`src/rtl/mito_pkg.sv`:
```
// Shared definitions for the MITO layer sequencer.
//   mode_e      : layer operating mode carried in instruction bits [1:0]
//   seq_state_e : sequencer FSM states
//   instr_t     : packed view of the 32-bit layer instruction
//   instr_is_illegal : decode check applied when an instruction is offered
package mito_pkg;

   typedef enum logic [1:0] {
      MODE_NOP    = 2'b00,
      MODE_CONVOL = 2'b01,
      MODE_FULLY  = 2'b10,
      MODE_POOL   = 2'b11
   } mode_e;

   typedef enum logic [2:0] {
      ST_IDLE  = 3'd0,
      ST_LOAD  = 3'd1,
      ST_WAIT  = 3'd2,
      ST_WRITE = 3'd3,
      ST_DONE  = 3'd4
   } seq_state_e;

   // Instruction field layout
   localparam int MODE_LSB   = 0;
   localparam int MODE_W     = 2;
   localparam int NOUT_LSB   = 2;
   localparam int NOUT_W     = 16;
   localparam int LWORDS_LSB = 18;
   localparam int LWORDS_W   = 8;
   localparam int RSVD_LSB   = 26;
   localparam int RSVD_W     = 6;

   typedef struct packed {
      logic [RSVD_W-1:0]   reserved;
      logic [LWORDS_W-1:0] load_words;
      logic [NOUT_W-1:0]   num_outputs;
      mode_e               mode;
   } instr_t;

   // POOL ignores load_words (window size is fixed), so a zero there is fine.
   function automatic logic instr_is_illegal(input instr_t ins);
      return (ins.mode == MODE_NOP) ||
             (ins.num_outputs == '0) ||
             ((ins.load_words == '0) && (ins.mode != MODE_POOL));
   endfunction

endpackage

```
`src/rtl/mito_wait_timer.sv`:
```
// Cycle timer used while the sequencer waits for a completion pulse.
//   clk, rst  : clock, asynchronous active-high reset
//   clr_i     : force count to zero (takes priority over en_i)
//   en_i      : count up by one; saturates at TIMEOUT-1
//   expire_o  : count has reached TIMEOUT-1
module mito_wait_timer #(
   parameter int TIMEOUT = 1024
) (
   input  logic clk,
   input  logic rst,
   input  logic clr_i,
   input  logic en_i,
   output logic expire_o
);

   localparam int TW = (TIMEOUT > 1) ? $clog2(TIMEOUT) : 1;

   logic [TW-1:0] cnt_q;
   logic [TW-1:0] cnt_d;

   assign expire_o = (cnt_q == TW'(TIMEOUT - 1));

   always_comb begin
      cnt_d = cnt_q;
      if (clr_i)
         cnt_d = '0;
      else if (en_i && !expire_o)
         cnt_d = cnt_q + TW'(1);
   end

   always_ff @(posedge clk or posedge rst) begin
      if (rst) cnt_q <= '0;
      else     cnt_q <= cnt_d;
   end

endmodule

```
`src/rtl/mito_layer_sequencer.sv`:
```
// Instruction-driven sequencer for one MITO layer. Accepts a decoded layer
// instruction in IDLE, then for each output element runs LOAD (word_total
// input words), WAIT (activation or pooling completion), WRITE (one OFM
// strobe), and finally pulses layer_done.
//   instr_valid/instr_ready : instruction handshake; an instruction is taken
//                             in the cycle both are high (ready only in IDLE)
//   instruction             : [1:0] mode, [17:2] num_outputs, [25:18] load_words
//   act_done, pool_done     : completion pulses, only looked at in WAIT
//   layer_signal            : 0 main/activation path, 1 pooling path
//   fully_convol_signal, pooling_signal, data_req : LOAD-phase enables
//   write_signal            : OFM write strobe
//   busy, layer_done, err_illegal, err_timeout : status
// All outputs are decoded from registers only.
module mito_layer_sequencer
   import mito_pkg::*;
#(
   parameter int INSTR_WIDTH = 32,
   parameter int CNT_WIDTH   = 16,
   parameter int LOAD_WIDTH  = 8,
   parameter int POOL_SIZE   = 4,
   parameter int TIMEOUT     = 1024
) (
   input  logic                   clk,
   input  logic                   rst,
   input  logic                   instr_valid,
   output logic                   instr_ready,
   input  logic [INSTR_WIDTH-1:0] instruction,
   input  logic                   act_done,
   input  logic                   pool_done,
   output logic                   layer_signal,
   output logic                   fully_convol_signal,
   output logic                   pooling_signal,
   output logic                   data_req,
   output logic                   write_signal,
   output logic                   busy,
   output logic                   layer_done,
   output logic                   err_illegal,
   output logic                   err_timeout
);

   instr_t ins;
   assign ins = instr_t'(instruction[$bits(instr_t)-1:0]);

   logic unused_rsvd;
   assign unused_rsvd = ^ins.reserved;

   seq_state_e            state_q, state_d;
   mode_e                 mode_q, mode_d;
   logic [CNT_WIDTH-1:0]  out_cnt_q, out_cnt_d;
   logic [LOAD_WIDTH-1:0] word_cnt_q, word_cnt_d;
   logic [LOAD_WIDTH-1:0] word_total_q, word_total_d;
   logic                  layer_q, layer_d;
   logic                  err_ill_q, err_ill_d;
   logic                  err_to_q, err_to_d;

   logic timer_clr, timer_en, timer_expire;
   logic done_hit;

   mito_wait_timer #(.TIMEOUT(TIMEOUT)) u_timer (
      .clk      (clk),
      .rst      (rst),
      .clr_i    (timer_clr),
      .en_i     (timer_en),
      .expire_o (timer_expire)
   );

   // Only the pulse belonging to the current mode's path counts.
   assign done_hit = (mode_q == MODE_POOL) ? pool_done : act_done;

   always_comb begin
      state_d      = state_q;
      mode_d       = mode_q;
      out_cnt_d    = out_cnt_q;
      word_cnt_d   = word_cnt_q;
      word_total_d = word_total_q;
      layer_d      = layer_q;
      err_ill_d    = 1'b0;
      err_to_d     = 1'b0;
      timer_clr    = 1'b0;
      timer_en     = 1'b0;
      case (state_q)
         ST_IDLE: begin
            if (instr_valid) begin
               if (instr_is_illegal(ins)) begin
                  err_ill_d = 1'b1;
               end else begin
                  mode_d       = ins.mode;
                  out_cnt_d    = ins.num_outputs;
                  word_total_d = (ins.mode == MODE_POOL) ? LOAD_WIDTH'(POOL_SIZE)
                                                         : ins.load_words;
                  word_cnt_d   = '0;
                  layer_d      = (ins.mode == MODE_POOL);
                  state_d      = ST_LOAD;
               end
            end
         end
         ST_LOAD: begin
            if (word_cnt_q == word_total_q - LOAD_WIDTH'(1)) begin
               timer_clr = 1'b1;
               state_d   = ST_WAIT;
            end else begin
               word_cnt_d = word_cnt_q + LOAD_WIDTH'(1);
            end
         end
         ST_WAIT: begin
            timer_en = 1'b1;
            // A done arriving on the expiry cycle still counts.
            if (done_hit) begin
               state_d = ST_WRITE;
            end else if (timer_expire) begin
               err_to_d = 1'b1;
               state_d  = ST_IDLE;
            end
         end
         ST_WRITE: begin
            out_cnt_d = out_cnt_q - CNT_WIDTH'(1);
            if (out_cnt_q == CNT_WIDTH'(1)) begin
               state_d = ST_DONE;
            end else begin
               word_cnt_d = '0;
               state_d    = ST_LOAD;
            end
         end
         ST_DONE: state_d = ST_IDLE;
         default: state_d = ST_IDLE;
      endcase
   end

   always_ff @(posedge clk or posedge rst) begin
      if (rst) begin
         state_q      <= ST_IDLE;
         mode_q       <= MODE_NOP;
         out_cnt_q    <= '0;
         word_cnt_q   <= '0;
         word_total_q <= '0;
         layer_q      <= 1'b0;
         err_ill_q    <= 1'b0;
         err_to_q     <= 1'b0;
      end else begin
         state_q      <= state_d;
         mode_q       <= mode_d;
         out_cnt_q    <= out_cnt_d;
         word_cnt_q   <= word_cnt_d;
         word_total_q <= word_total_d;
         layer_q      <= layer_d;
         err_ill_q    <= err_ill_d;
         err_to_q     <= err_to_d;
      end
   end

   assign instr_ready         = (state_q == ST_IDLE);
   assign busy                = (state_q != ST_IDLE);
   assign data_req            = (state_q == ST_LOAD);
   assign fully_convol_signal = (state_q == ST_LOAD) && (mode_q != MODE_POOL);
   assign pooling_signal      = (state_q == ST_LOAD) && (mode_q == MODE_POOL);
   assign write_signal        = (state_q == ST_WRITE);
   assign layer_done          = (state_q == ST_DONE);
   assign layer_signal        = layer_q;
   assign err_illegal         = err_ill_q;
   assign err_timeout         = err_to_q;

endmodule

```
`config.mk`:
```
export PLATFORM = sky130hd
export DESIGN_NAME = mito_layer_sequencer
export DESIGN_NICKNAME = d
export VERILOG_FILES = /design/src/rtl/mito_pkg.sv /design/src/rtl/mito_wait_timer.sv /design/src/rtl/mito_layer_sequencer.sv
export SDC_FILE = /design/constraint.sdc
export NUM_CORES = 1
export LEC_CHECK = 0
export ABC_AREA = 1
export CORE_ASPECT_RATIO = 1.5
export CORE_UTILIZATION = 40
export DETAILED_ROUTE_END_ITERATION = 8
export PLACE_DENSITY = 0.61
export SETUP_SLACK_MARGIN = 0.5
export SYNTH_ARGS = -nofsm -noshare
export SYNTH_HDL_FRONTEND = slang
export SYNTH_SLANG_ARGS = --single-unit
```
`constraint.sdc`:
```
create_clock -name clk -period 2.41 [get_ports clk]
set_clock_uncertainty 0.2 [all_clocks]
set_input_delay 0.3615 -clock clk [delete_from_list [all_inputs] [get_ports clk]]
set_output_delay 0.3615 -clock clk [all_outputs]
set_load 0.005 [all_outputs]
```
==> results.tsv <==
metric	value	unit
dr.pass1.iters	4	
critical_path_class	register to register	
ys_seq_area_frac	0.369	
path_buf_inv	3	
cpLargestDelayFamily	simple AND/OR/NAND/NOR gates	
timing.rr.start	word_total_q[1]	
grt_max_degree	51	
rsz0062_at_grt	true	
initial_core_util	0.418	
place_hpwl	5.99	mm
antenna_found_initial	0	
status	finished clean	
worstPathArrival	2.03	ns
drv_cap	0	
wl_per_cell	12.9	um
fin_crit	2.05	ns
crit_end	word_cnt_q[2]	
synth_edf_count	0	
cts_tree	built	
crit_cells	14	
syn_inst	488	
crit_top_cell	nand2_1	
synth.distinct_cells	36	
crit_path_end_kind	register	
ioPinCount	47	
critPathRequiredTime	2.39	ns
drv_slew	0	
path_max_fanout	9	
power_density	1080	nW/um2
r2r_end	word_cnt_q[2]	
slowest_delay	0.37	ns
worstSetupStartpointType	register	
min_path_type	input pin to register	
die_y	115	um
rows	40	
ys_dominant_reg_cell	dfrtp_1	
io_buffer_count	40	
max_freq	0.488	GHz
drc	0	
drt_iter0_drc	144	
yosysWarnings	0	
postRouteAntennaNets	0	
clkTransAtPathRegs	0.07	ns
overflow	0	
setup_viol	0	
relSlewSlack	0.730	
p_leak	0.00227	uW
syn_area	3390	um2
num_antenna_cells	0	
r2r_slack	0.36	ns
path_cells	inv_2 -> ha_4 -> inv_2 -> nand2_1 -> nand2_1 -> nor2_1 -> nand2_1 -> nor2_1 -> nand2_1 -> nor2_4 -> nand3_4 -> buf_12 -> nand3_1 -> nand2_1	
htreeDepth	2	
syn_nets	530	
ir_drop	530	uV
drive_gt1_frac	0.219	
drt-total-wl	8.58	mm
syn_to_final_growth	31.5	%
dieArea	8850	um2
clock_sinks	50	
cp-startpoint	word_total_q[1]	
async_reset_ff_frac	1.00	
final_nets	599	
grt_usage	0.204	
core	8110	um2
place_inst	631	
cts-hold-fix-buffers	0	
grt_pass1_vias	3197	
grt_pass1_wl	14.3	mm
root_buffer	clkbuf_16	
finalSetupTns	0	ns
num_vias	3287	
die_x	77.2	um
fin_crit_sh	0.851	
tightest_slew	0.403	ns
syn_area_per_cell	6.95	um2
hold_depth	3	
gp_congestion	0.812	
drt-vias-per-instance	4.96	
fin_cells	663	
clk-insertion-delay-late	0.29	ns
worstRegToRegCells	14	
holdWs	0.125	ns
synth-seq-cells	50	
cp_slowest_cell	dfrtp_1	
cts_max_path_buffers	2	
cts_buffers	5	
hold_viol	0	
state kept, by name (all words and copies together) (netlist names), 2 cells and up:
name / count
mode_q: 2
out_cnt_q: 16
state_q: 3
u_timer.cnt_q: 10
word_cnt_q: 8
word_total_q: 8
what timing repair did:
item	in CTS	in global routing
setup buffers	14	7
pin swaps	12	19
gates resized for setup	30	53
hold endpoints to repair	0	0
cloned	2	1
setup endpoints to repair	51	53
placed cells by master, fill, tap and decap left out, types with 3 or more instances in the layout:
| master | n |
|---|---|
| nand2_1 | 124 |
| nor3_2 | 3 |
| dlygate4sd2_1 | 3 |
| nor2_4 | 6 |
| nand3_2 | 7 |
| nand4_1 | 6 |
| buf_12 | 3 |
| clkdlybuf4s50_1 | 21 |
| dlymetal6s2s_1 | 11 |
| inv_1 | 40 |
| nor2_1 | 64 |
| nand2_4 | 4 |
| a21oi_1 | 12 |
| buf_4 | 20 |
| nor3_1 | 5 |
| o21ai_0 | 18 |
| inv_2 | 19 |
| clkbuf_16 | 5 |
| ha_1 | 3 |
| nand2_2 | 17 |
| nand3_1 | 37 |
| mux2i_1 | 4 |
| xnor2_1 | 5 |
| nor2_2 | 13 |
| xor2_1 | 10 |
| dfrtp_1 | 49 |
| buf_6 | 5 |
| o21ai_1 | 13 |
cell usage after synthesis, types with 2 or more instances:
master	number	share of area
inv_1	48	0.053
nand2_1	138	0.15
o21ai_1	11	0.016
xor2_1	10	0.026
nor2_2	4	0.0074
nand2_4	2	0.0066
nand2_2	4	0.0074
dfrtp_1	50	0.37
inv_2	13	0.014
a21oi_1	12	0.018
nand4_1	6	0.011
nor2_1	76	0.084
ha_1	5	0.018
buf_2	5	0.0074
nor3_1	7	0.010
buf_6	4	0.013
or2_2	2	0.0037
nand3b_1	2	0.0044
nand3_2	7	0.021
nand3_1	38	0.056
xnor2_1	5	0.013
nor2_4	3	0.010
o21ai_0	20	0.030
mux2i_1	4	0.012
how the worst min path moves through the flow:
stage	to	slack (ns)	from
after floorplan	mode_q[0]	0.25	mode_q[0]
after global placement	mode_q[0]	0.27	mode_q[0]
after detailed placement	mode_q[0]	0.27	mode_q[0]
after CTS	out_cnt_q[14]	0.24	rst
after global routing	word_total_q[0]	0.15	instruction[18]
final	word_total_q[0]	0.13	instruction[18]
worst min-delay path, cell delays in order:
cell and delay (ns):
dlymetal6s2s_1 0.10, nand2_1 0.06, o21ai_1 0.06
cell type report:
class	instances	area (um2)
repair buffers	68	676
flip-flops and latches	50	1250
fillers	820	3650
well taps	105	131
clock inverters	2	12.5
clock buffers	6	139
inverters	61	234
multi-input cells	371	2010
where the power goes:
| part | internal (uW) | switching (uW) |
|---|---|---|
| registers | 1130 | 317 |
| logic | 1100 | 1540 |
| clock network | 412 | 317 |
| total | 2650 | 2180 |
stage by stage:
step	cell area, um2	util	setup slack (ns)	total power [uW]
after floorplan	3400	-	0.500	3010
after global placement	3930	0.485	0.0582	3550
after detailed placement	3930	0.485	0.0523	3610
after CTS	4260	0.525	0.321	4630
after global routing	4460	0.550	0.183	5220
final	4460	0.550	0.359	4820
metal layers:
metal | part of all wire | vias to the layer above | GRT usage
li1 | - | 1683 | -
met1 | 0.39 | 1542 | 0.218
met2 | 0.57 | 51 | 0.404
met3 | 0.023 | 11 | 0.0270
met4 | 0.015 | 0 | 0.0679
met5 | 0 | - | 0
cells by family after synthesis:
| family | share of synthesized area |
|---|---|
| AO/OA/AOI/OAI | 0.0790 |
| multiplexers | 0.0118 |
| adder cells (fa/ha/maj) | 0.0185 |
| AND/OR/NAND/NOR | 0.395 |
| flip-flops | 0.369 |
| buffers and inverters | 0.0882 |
| XOR/XNOR | 0.0388 |
Note: power is estimated with default switching activity, not from simulation.
